## config.mk

```make
export PLATFORM = sky130hd
export DESIGN_NAME = snake_round_ctrl
export DESIGN_NICKNAME = d
export VERILOG_FILES = /design/src/rtl/snake_round_ctrl.sv
export SDC_FILE = /design/constraint.sdc
export NUM_CORES = 1
export LEC_CHECK = 0
export ABC_AREA = 1
export ABC_CLOCK_PERIOD_IN_PS = 2620
export CAP_MARGIN = 5
export CORE_AREA = 2 2 111 86
export CTS_CLUSTER_SIZE = 25
export DETAILED_ROUTE_END_ITERATION = 6
export DIE_AREA = 0 0 113 88
export GPL_TIMING_DRIVEN = 0
export HOLD_SLACK_MARGIN = 0.15
export SETUP_SLACK_MARGIN = 0.1
export SLEW_MARGIN = 40
export SYNTH_ARGS = -nofsm -noshare
export SYNTH_HDL_FRONTEND = slang
export SYNTH_SLANG_ARGS = --single-unit
```

## constraint.sdc

```tcl
create_clock -name clk -period 2.62 [get_ports clk]
set_clock_uncertainty 0.2 [all_clocks]
set_input_delay 0.524 -clock clk [delete_from_list [all_inputs] [get_ports clk]]
set_output_delay 0.524 -clock clk [all_outputs]
set_load 0.02 [all_outputs]
```

## src/rtl/snake_round_ctrl.sv

```systemverilog
// Round sequencer for the two-player snake game: move timing, clear pulses and win/lose verdicts.
// Optional build macro SNAKE_SPEEDUP_EN shortens the move period every 16 moves.
module snake_round_ctrl #(
  parameter int TICK_DIV        = 25000000,
  parameter int TICK_W          = 25,
  parameter int CHECK_LAT       = 2,
  parameter int max_len_bit_len = 4,
  parameter int WIN_LEN         = 15,
  parameter int TICK_STEP       = 1000000,
  parameter int TICK_MIN        = 5000000
) (
  input  logic                       clk,
  input  logic                       rst_n,
  input  logic                       start,
  input  logic                       pause,
  input  logic                       should_stop1,
  input  logic                       should_stop2,
  input  logic [max_len_bit_len-1:0] len1,
  input  logic [max_len_bit_len-1:0] len2,
  output logic                       move_en,
  output logic                       clr,
  output logic                       running,
  output logic                       game_over,
  output logic [1:0]                 winner,
  output logic [15:0]                move_cnt,
  output logic [TICK_W-1:0]          tick_period
);

  localparam int CW = (CHECK_LAT > 1) ? $clog2(CHECK_LAT) : 1;
  localparam logic [CW-1:0] LAST_CHK = CW'(CHECK_LAT - 1);
  localparam logic [TICK_W-1:0] PERIOD_INIT = TICK_W'(TICK_DIV);
  localparam logic [max_len_bit_len-1:0] WIN_L = max_len_bit_len'(WIN_LEN);

  // Reject parameter sets that would make the timer or length compare meaningless.
  if (TICK_DIV < 2 || CHECK_LAT < 1 || WIN_LEN >= (1 << max_len_bit_len) ||
      TICK_DIV >= (1 << TICK_W) || TICK_MIN < 2 || TICK_STEP >= (1 << TICK_W)) begin : g_bad_params
    $error("snake_round_ctrl: illegal parameter combination");
  end

  typedef enum logic [2:0] {IDLE, CLEAR, RUN_WAIT, MOVE, CHECK, EVAL, OVER} state_e;

  state_e              state_q, state_d;
  logic [TICK_W-1:0]   tick_cnt_q, tick_cnt_d;
  logic [TICK_W-1:0]   period_q, period_d;
  logic [CW-1:0]       chk_cnt_q, chk_cnt_d;
  logic [15:0]         move_cnt_q, move_cnt_d;
  logic [1:0]          winner_q, winner_d;
  logic [1:0]          verdict;

`ifdef SNAKE_SPEEDUP_EN
  // Widened compare so the decrement can never wrap below the floor.
  localparam logic [TICK_W:0] FLOOR_GAP = (TICK_W+1)'(TICK_MIN) + (TICK_W+1)'(TICK_STEP);
  logic [TICK_W-1:0] period_dec;
  assign period_dec = ({1'b0, period_q} >= FLOOR_GAP) ? period_q - TICK_W'(TICK_STEP)
                                                      : TICK_W'(TICK_MIN);
`endif

  always_ff @(posedge clk or negedge rst_n) begin
    if (!rst_n) begin
      state_q    <= IDLE;
      tick_cnt_q <= '0;
      period_q   <= PERIOD_INIT;
      chk_cnt_q  <= '0;
      move_cnt_q <= '0;
      winner_q   <= 2'b00;
    end else begin
      state_q    <= state_d;
      tick_cnt_q <= tick_cnt_d;
      period_q   <= period_d;
      chk_cnt_q  <= chk_cnt_d;
      move_cnt_q <= move_cnt_d;
      winner_q   <= winner_d;
    end
  end

  always_comb begin
    state_d    = state_q;
    tick_cnt_d = tick_cnt_q;
    period_d   = period_q;
    chk_cnt_d  = chk_cnt_q;
    move_cnt_d = move_cnt_q;
    winner_d   = winner_q;
    verdict    = 2'b00;

    // Collisions outrank length wins; winner bits are {snake2, snake1}.
    if (should_stop1 && should_stop2)           verdict = 2'b11;
    else if (should_stop1)                      verdict = 2'b10;
    else if (should_stop2)                      verdict = 2'b01;
    else if (len1 >= WIN_L && len2 >= WIN_L)    verdict = 2'b11;
    else if (len1 >= WIN_L)                     verdict = 2'b01;
    else if (len2 >= WIN_L)                     verdict = 2'b10;

    case (state_q)
      IDLE, OVER: begin
        if (start) state_d = CLEAR;
      end
      CLEAR: begin
        tick_cnt_d = '0;
        move_cnt_d = '0;
        winner_d   = 2'b00;
        period_d   = PERIOD_INIT;
        state_d    = RUN_WAIT;
      end
      RUN_WAIT: begin
        if (!pause) begin
          if (tick_cnt_q == period_q - 1'b1) begin
            tick_cnt_d = '0;
            state_d    = MOVE;
          end else begin
            tick_cnt_d = tick_cnt_q + 1'b1;
          end
        end
      end
      MOVE: begin
        if (move_cnt_q != 16'hFFFF) move_cnt_d = move_cnt_q + 16'd1;
`ifdef SNAKE_SPEEDUP_EN
        if (move_cnt_d[3:0] == 4'd0 && move_cnt_d != 16'd0) period_d = period_dec;
`endif
        chk_cnt_d = '0;
        state_d   = CHECK;
      end
      CHECK: begin
        if (chk_cnt_q == LAST_CHK) state_d = EVAL;
        else                       chk_cnt_d = chk_cnt_q + 1'b1;
      end
      EVAL: begin
        if (verdict != 2'b00) begin
          winner_d = verdict;
          state_d  = OVER;
        end else begin
          state_d  = RUN_WAIT;
        end
      end
      default: state_d = IDLE;
    endcase
  end

  assign move_en     = (state_q == MOVE);
  assign clr         = (state_q == CLEAR);
  assign running     = (state_q == RUN_WAIT) || (state_q == MOVE) ||
                       (state_q == CHECK)    || (state_q == EVAL);
  assign game_over   = (state_q == OVER);
  assign winner      = winner_q;
  assign move_cnt    = move_cnt_q;
  assign tick_period = period_q;

endmodule

```

; Yosys cells after proc, flatten, opt, wreduce, memory -nomap -nowiden
; Index checks and enable logic that the tools add are counted.
[word_totals]
reg_bits = 47
inputBits = 14
output_inout_bits = 47
[op_classes]
addsub = 3
order_cmp = 2
n_eq_ne = 14
mux = 21
reduce_logical = 16
[op_table]
columns = operator, n
row1 = $mux 25, 2
row2 = $pmux 25 s2, 1
row3 = $pmux 16 s2, 1
row4 = $add 25x1->25 const B, 1
row5 = $eq 25x25->1 const B, 1
row6 = $pmux 3 s6, 1
row7 = $add 16x1->16 const B, 1
row8 = $mux 16, 1
row9 = $ne 16x16->1 const B, 1
row10 = $mux 3, 5
row11 = $mux 2, 7
row12 = $ne 2x2->1 const B, 5
row13 = $reduce_bool 2->1, 5
row14 = $eq 3x3->1 const B, 3
row15 = $ge 4x4->1 const B, 2
row16 = $eq 3x2->1 const B, 2
row17 = $reduce_and 2->1, 3
row18 = $pmux 2 s2, 1
row19 = $reduce_and 4->1, 1
row20 = $eq 3x1->1 const B, 1
row21 = $logic_not 3->1, 1
row22 = $logic_or 1x1->1, 3
row23 = $logic_and 1x1->1, 2
row24 = $ne 2x1->1 const B, 1
row25 = other kinds (4), 4

; Longest topological paths before layout
; Gate-level depths: netlist (run 1).
[logic_depth]
word_depth = 10
mapped_depth = 12
depth_no_buf = 11

; Least setup slack after synthesis (run 1)
; OpenSTA, ideal clock, no wires.
[synth_timing]
kind = register to register
start = register move_cnt_q[0], in the netlist move_cnt[0]
end = register move_cnt_q[14], in the netlist move_cnt[14]
t_arrival_ps = 1567
required_time_ps = 2297
setup_slack_ps = 731
path_stages_with_launch = 13
n_path_buf = 1
synth_period_minus_slack_ps = 1889
cell_sequence = dfrtp_1 > ha_1 > nand3_1 > inv_1 > nand2_2 > nor2_2 > nand2_2 > nand2_4 > nand2_4 > clkinv_4 > buf_8 > nand2_1 > o21ai_2
[synth_via]
elab_chain_cells = 3
[synth_lines]
columns = item, line
row1 = "start, declared", 46  ; logic [15:0] move_cnt_q, move_cnt_d;
row2 = "start signal, assigned", 71  ; move_cnt_q <= move_cnt_d;
row3 = $add 16x1->16 / $ne 16x16->1 (equally long branches), 115  ; if (move_cnt_q != 16'hFFFF) move_cnt_d = move_cnt_q + 16'd1;
row4 = $mux 16 / $ne 2x1->1 (equally long branches), n/a
row5 = $pmux 16 s2 / $reduce_and 2->1 (equally long branches), n/a
; Parallel ways exist; a longest one is shown, timed or not. The select of a mux whose other input is x is not followed.
; A chain may end at the register's enable or synchronous reset.

; Worst setup path in the final report (run 1)
[layout_timing]
start = register state_q[2]
end = output port clr
[layout_via]
elab_chain_cells = 1
[layout_lines]
columns = item, line
row1 = "start, declared", 42  ; state_e state_q, state_d;
row2 = "start signal, assigned", 67  ; state_q <= state_d;
row3 = $eq 3x1->1, 139  ; assign clr = (state_q == CLEAR);
row4 = "end, declared", 21  ; output logic clr,
; No other way between the ends.

==> results of run 1 <==
worst paths after layout:
| kind | from | endpoint | slack, ns | cells past startpoint |
|---|---|---|---|---|
| hold / removal | tick_cnt_q[1] | tick_cnt_q[1] | 0.33 | 2 |
| hold reg to reg | tick_cnt_q[1] | tick_cnt_q[1] | 0.33 | 2 |
| setup / recovery | state_q[2] | clr | 0.18 | 4 |
| min in group asynchronous | rst_n | winner[0] | 0.42 | 2 |
| max in group asynchronous | rst_n | state_q[1] | 1.35 | 3 |
| setup reg to reg | move_cnt[0] | move_cnt[14] | 0.56 | 12 |
repair_timing:
action / CTS / global route
setup endpoints to repair: 1 / 2
endpoints found under the hold margin: 47 / 0
pin swaps: 0 / 0
hold buffers: 1 / 0
gates resized for setup: 2 / 2
setup buffers: 0 / 0
through the flow:
stage	hold WS (ns)	instances	TNS, ns
finish	0.326	637	0
global route	0.367	637	0
CTS	0.326	637	0
detailed placement	0.180	628	0
global placement	0.296	627	-30.42
floorplan	0.0284	480	0
logic make-up after synthesis:
kind of cell / synth area share (%)
AOI/OAI and AO/OA: 6.77
xor gates and xnor gates: 3.18
adders and majority gates: 0.756
buffers and inverters: 14.8
DFF: 35.6
other: 0.227
and+or+nand+nor: 38.7
worst max-delay path: cells and delay by family (launching register included):
family                 cells  cell delay [ns]
DFF                        1             0.43
and+or+nand+nor            1             0.15
buffers and inverters      3             0.84
area by class of cell:
| type | instances | area, um2 | area share, % |
|---|---|---|---|
| flip-flops and latches | 47 | 1180 | 28.7 |
| multi-input cells | 346 | 1740 | 42.4 |
| inverters | 56 | 221 | 5.41 |
| well taps | 112 | 140 | 3.42 |
| repair buffers | 37 | 379 | 9.25 |
| plain buffers | 31 | 269 | 6.57 |
| clock buffers | 6 | 139 | 3.39 |
| clock inverters | 2 | 35.0 | 0.855 |
registers in the layout, indices dropped and copies added (netlist names):
name	cells
tick_cnt_q	25
move_cnt	16
state_q	3
winner	2
chk_cnt_q	1
power breakdown:
part / internal, mW / leakage [nW] / switching (mW) / total, mW
clock: 0.475 / 0.0868 / 0.279 / 0.754
combinational: 0.429 / 1.14 / 0.730 / 1.16
sequential: 0.792 / 0.648 / 0.0626 / 0.855
total: 1.70 / 1.87 / 1.07 / 2.77
layer usage:
layer / vias to the layer above / share of wire, % / global-route usage, %
met5: - / 0 / 0
met4: 0 / 0.49 / 3.88
met3: 2 / 6.5 / 3.11
met2: 85 / 44 / 27.5
met1: 1406 / 49 / 24.9
li1: 1555 / - / -
placed cells by master (no fill, tap or decap), types with 4 or more instances in the layout:
cell	n
nor3_1	7
clkdlybuf4s50_1	32
a21oi_1	7
o21ai_1	5
inv_2	4
xor2_1	10
nor2_2	7
nand2_1	112
buf_4	28
nand2_4	5
clkbuf_16	5
nand4_1	19
inv_1	49
dfrtp_1	46
o21ai_2	4
nor2_1	60
conb_1	25
o21ai_0	19
nand3_1	41
==> reports/qor.txt, run 1 <==
Status: complete, but fails checks
Failing checks: DRC
Slew Limit Fails: 0
Pin count of the biggest net entering global routing: 38
N_diodes: 0
Lkg Pwr: 1.87 nW
Setup ws final: 0.182 ns
FMAX: 0.410 GHz
Placed cell area: 0.00390 mm2
P&R area growth vs syn: 23.8%
Worst EP arrival: 1.71 ns
Clk Latency, worst-skew pair: 0.29 ns
Max cap viols: 0
RSZ-0062 raised after global routing: false
Top post-synthesis cells by area: dfrtp_1 (36%), nand2_1 (13%), nor2_1 (6.8%)
Warnings, synthesis: 0
Initial antenna violation count: 0
Final Hold Violating Endpoints: 0
Fillers: 915
Die Y: 88 um
Worst-path clk slew: 0.07 ns
Std cell rows: 30
First-pass iteration count of the detailed router: 6
Peak supply drop: 420 uV
#FFs+latches synth: 47
CTS tree: built
Mapped Area: 0.00331 mm2
Post-synthesis area per instance: 7.24 um2
Sequential share of the synthesized area: 35.6%
Die width: 113 um
DR vias: 3048
GP Congestion: 0.950
Clock sink count: 47
Final Cell Area: 0.00410 mm2
Fin crit share: 93.0%
Final setup fails: 0
Layout cells sized above 1: 15.2%
CP Launch Type: flip-flop
DR vias/cell: 4.78
Most common cell in the netlist: nand2_1
Slowest CP cell: clkdlybuf4s50_1
Power per Cell Area: 676 mW/mm2
Die area: 0.00994 mm2
HP Class: flip-flop to flip-flop
Nets: 540
Worst slack, placed: 0.247 ns
Final worst path period need: 2.44 ns
Initial DRC count: 240
I/O pin cnt: 61
H-tree depth: 2
Synth Instances: 457
Kind of critical path: flip-flop to output port
Remaining DRCs: 3
Slowest stage delay, CP: 0.59 ns
Root Driver: clkbuf_16
Final Power: 2.77 mW
Routed Antenna Nets: 0
Grt ovf: 0
Post-synth EDFFs: 0
IO Port Bufs: 35
Clk buf depth: 2
Yosys cell types: 35
Post-DP HPWL: 6230 um
Top cell type's share of synthesized area: 35.6%
Crit path max fanout: 6
Post-Route Utilization: 46.2%
Asr flop ratio synth: 100%
Initial Utilization: 37.3%
Most used DFF post-synth: dfrtp_1
GRT Overall Usage: 17.4%
Crit end category: output port
Drt wl/cell: 12.7 um
Floorplan Core Area: 0.00886 mm2
Worst-path cell chain: inv_2, nand3_4, inv_1, clkdlybuf4s50_1
Vias in the first global route: 2870
Largest area contributor in the netlist: dfrtp_1
CP Data Required Time: 1.90 ns
Commonest cells in the synthesized netlist: nand2_1 (112), nor2_1 (60), inv_1 (49), dfrtp_1 (47), nand3_1 (41)
TritonCTS buffer count: 5
First-pass GRT wire length: 13800 um
Final WL: 8090 um
Power figures use the tool's default switching activity.
==> run 2: changes to the inputs <==
--- a/config.mk
+++ b/config.mk
@@ -8,10 +8,10 @@
 export ABC_AREA = 1
 export ABC_CLOCK_PERIOD_IN_PS = 2620
 export CAP_MARGIN = 5
-export CORE_AREA = 2 2 111 86
+export CORE_AREA = 2 2 121 94
 export CTS_CLUSTER_SIZE = 25
 export DETAILED_ROUTE_END_ITERATION = 6
-export DIE_AREA = 0 0 113 88
+export DIE_AREA = 0 0 123 96
 export GPL_TIMING_DRIVEN = 0
 export HOLD_SLACK_MARGIN = 0.15
 export SETUP_SLACK_MARGIN = 0.1
==> run 2 against run 1 <==
  * The flow now finishes without violations
  * Hold slack gained 0.010 ns
  * Worst setup slack gained 0.023 ns
  * Critical path type unchanged
  * Maximum frequency grew 0.94%
  * Sequential cell count is the same
  * First-iteration DRC count shrank 1.7%
  * Total power shrank 5.1%
  * Die area grew 19%
  * Clock-buffer cell count grew 1
  * Critical path depth grew 1
  * Final cell count grew 4.4%
  * Largest cell class unchanged
==> reports/qor.txt, run 2 (synthesis results as in run 1) <==
Final setup fails: 0 (unchanged)
Root Driver: clkbuf_16
H-tree depth: 2 (unchanged)
CP Data Required Time: 1.90 ns (about the same)
IO Port Bufs: 35 (unchanged)
HP Class: flip-flop to flip-flop
I/O pin cnt: 61 (unchanged)
Drt wl/cell: 11.8 um (-6.7%)
GP Congestion: 0.927 (-2.3%)
Worst Hold Launch: chk_cnt_q
Max cap viols: 0 (unchanged)
Peak supply drop: 409 uV (-2.5%)
RSZ-0062 raised after global routing: false
Grt ovf: 0 (unchanged)
DR vias/cell: 4.62 (-3.4%)
CTS tree: built
First-pass iteration count of the detailed router: 5 (-1)
Routed Antenna Nets: 0 (unchanged)
Nets: 540 (unchanged)
Final Hold Violating Endpoints: 0 (unchanged)
P&R area growth vs syn: 23.8% (about the same)
TritonCTS buffer count: 5 (unchanged)
Pin count of the biggest net entering global routing: 25 (-34%)
Crit path max fanout: 7 (+1)
Die area: 0.0118 mm2 (+19%)
Final Non-Filler Cells: 665 (+4.4%)
Die width: 123 um (+8.8%)
Floorplan Core Area: 0.0107 mm2 (+20%)
Final hold slack: 0.337 ns (+0.0105 ns)
CP Launch Type: flip-flop
Final WL: 7880 um (-2.6%)
Post-CTS setup buffer count: 0 (unchanged)
Hold depth: 2 (unchanged)
FMAX: 0.414 GHz (+0.94%)
Post-DP HPWL: 6140 um (-1.5%)
Hold path endpoint: chk_cnt_q
Largest reg by FF count: tick_cnt_q
Status: finished clean
Initial antenna violation count: 0 (unchanged)
FF-to-FF path depth: 12 (unchanged)
Die Y: 96 um (+9.1%)
Vias in the first global route: 2810 (-2.1%)
Initial Utilization: 31.1% (-6.3 points)
Layout cells sized above 1: 14.9% (-0.38 points)
Clk Latency, worst-skew pair: 0.28 ns (about the same)
Remaining DRCs: 0 (-3)
Final worst path period need: 2.41 ns (-0.0228 ns)
Std cell rows: 33 (+10%)
DR vias: 3074 (+0.85%)
Worst EP arrival: 1.69 ns (-0.02 ns)
Most frequent cells in the layout: nand2_1 (112), nor2_1 (60), inv_1 (49)
Fillers: 1113 (+22%)
Power per Cell Area: 642 mW/mm2 (-5.0%)
Flop-to-flop setup slack: 0.59 ns (+0.03 ns)
Reg2reg start: move_cnt[0]
R2r endpoint: move_cnt[14]
N_diodes: 0 (unchanged)
Worst-path clk slew: 0.06 ns (about the same)
First-pass GRT wire length: 13300 um (-3.6%)
Crit end category: output port
Lkg Pwr: 1.85 nW (-1.2%)
Kind of critical path: flip-flop to output port
Clock sink count: 47 (unchanged)
GRT Overall Usage: 14.1% (-3.2 points)
Initial DRC count: 236 (-1.7%)
Cells after DPL: 656 (+4.5%)
Max reg flops: 25 (unchanged)
Clk buf depth: 2 (unchanged)
Most common cell after layout, fill and taps aside: nand2_1
Slew Limit Fails: 0 (unchanged)
Fin crit share: 92.2% (-0.87 points)
[run 2: cell types whose count changed in the layout (fill, tap and decap cells not counted), sizes merged]
cell / change
clkbuf: +1
bufinv: -1
[run 2: layer usage]
layer | part of all wire [%] | global-route usage, % | wire (um)
met5 | 0 | 0 | 0
met3 | 5.0 | 2.13 | 396
met1 | 53 | 20.7 | 4140
met2 | 42 | 21.7 | 3280
met4 | 0.75 | 3.60 | 59
[run 2: final cells by class]
type / instances / area [um2] / area share, %
Tap cell: 140 / 175 / 4.28
Inverter: 56 / 221 / 5.41
Timing Repair Buffer: 37 / 379 / 9.26
Clock inverter: 1 / 5.00 / 0.122
Multi-Input combinational cell: 346 / 1740 / 42.4
Clock buffer: 7 / 133 / 3.24
Sequential cell: 47 / 1180 / 28.8
Buffer: 31 / 269 / 6.57
[run 2: stage by stage]
stage | area, um2 | util (%) | setup WS (ns) | total power, mW | TNS [ns]
global route | 4100 | 38.4 | 0.117 | 2.80 | 0
CTS | 4090 | 38.4 | 0.157 | 2.65 | 0
global placement | 3920 | 36.8 | -0.654 | 2.01 | -30.56
floorplan | 3390 | - | 0.731 | 1.67 | 0
finish | 4100 | 38.4 | 0.205 | 2.63 | 0
detailed placement | 3940 | 37.0 | 0.263 | 2.02 | 0
[run 2: worst max path at each step]
stage / startpoint / endpoint / slack (ns) / depth (start not counted)
2_1_floorplan: move_cnt[0] / move_cnt[14] / 0.73 / 12
3_3_place_gp: rst_n / tick_cnt_q[21] / -0.65 / 1
3_5_place_dp: state_q[2] / move_en / 0.26 / 4
4_1_cts: state_q[1] / game_over / 0.16 / 5
5_1_grt: state_q[0] / game_over / 0.12 / 5
6_report: state_q[0] / game_over / 0.21 / 5
[run 2: critical path, stage by stage, from the launching register on]
cell and delay (ns):
dfrtp_1 0.36, buf_4 0.17, nor2_4 0.14, inv_1 0.05, nor2_1 0.08, clkdlybuf4s50_1 0.61
[run 2: power breakdown]
| group | internal [mW] | switching [mW] | total, mW |
|---|---|---|---|
| registers | 0.792 | 0.0572 | 0.849 |
| clock network | 0.353 | 0.262 | 0.615 |
| logic | 0.428 | 0.735 | 1.16 |
[run 2: timing repair]
action | in CTS | in global routing
setup endpoints to repair | 1 | 2
endpoints found under the hold margin | 23 | 0
resized for setup | 2 | 2
cloned | 0 | 0
hold buffers | 1 | 0
pin swaps | 0 | 0
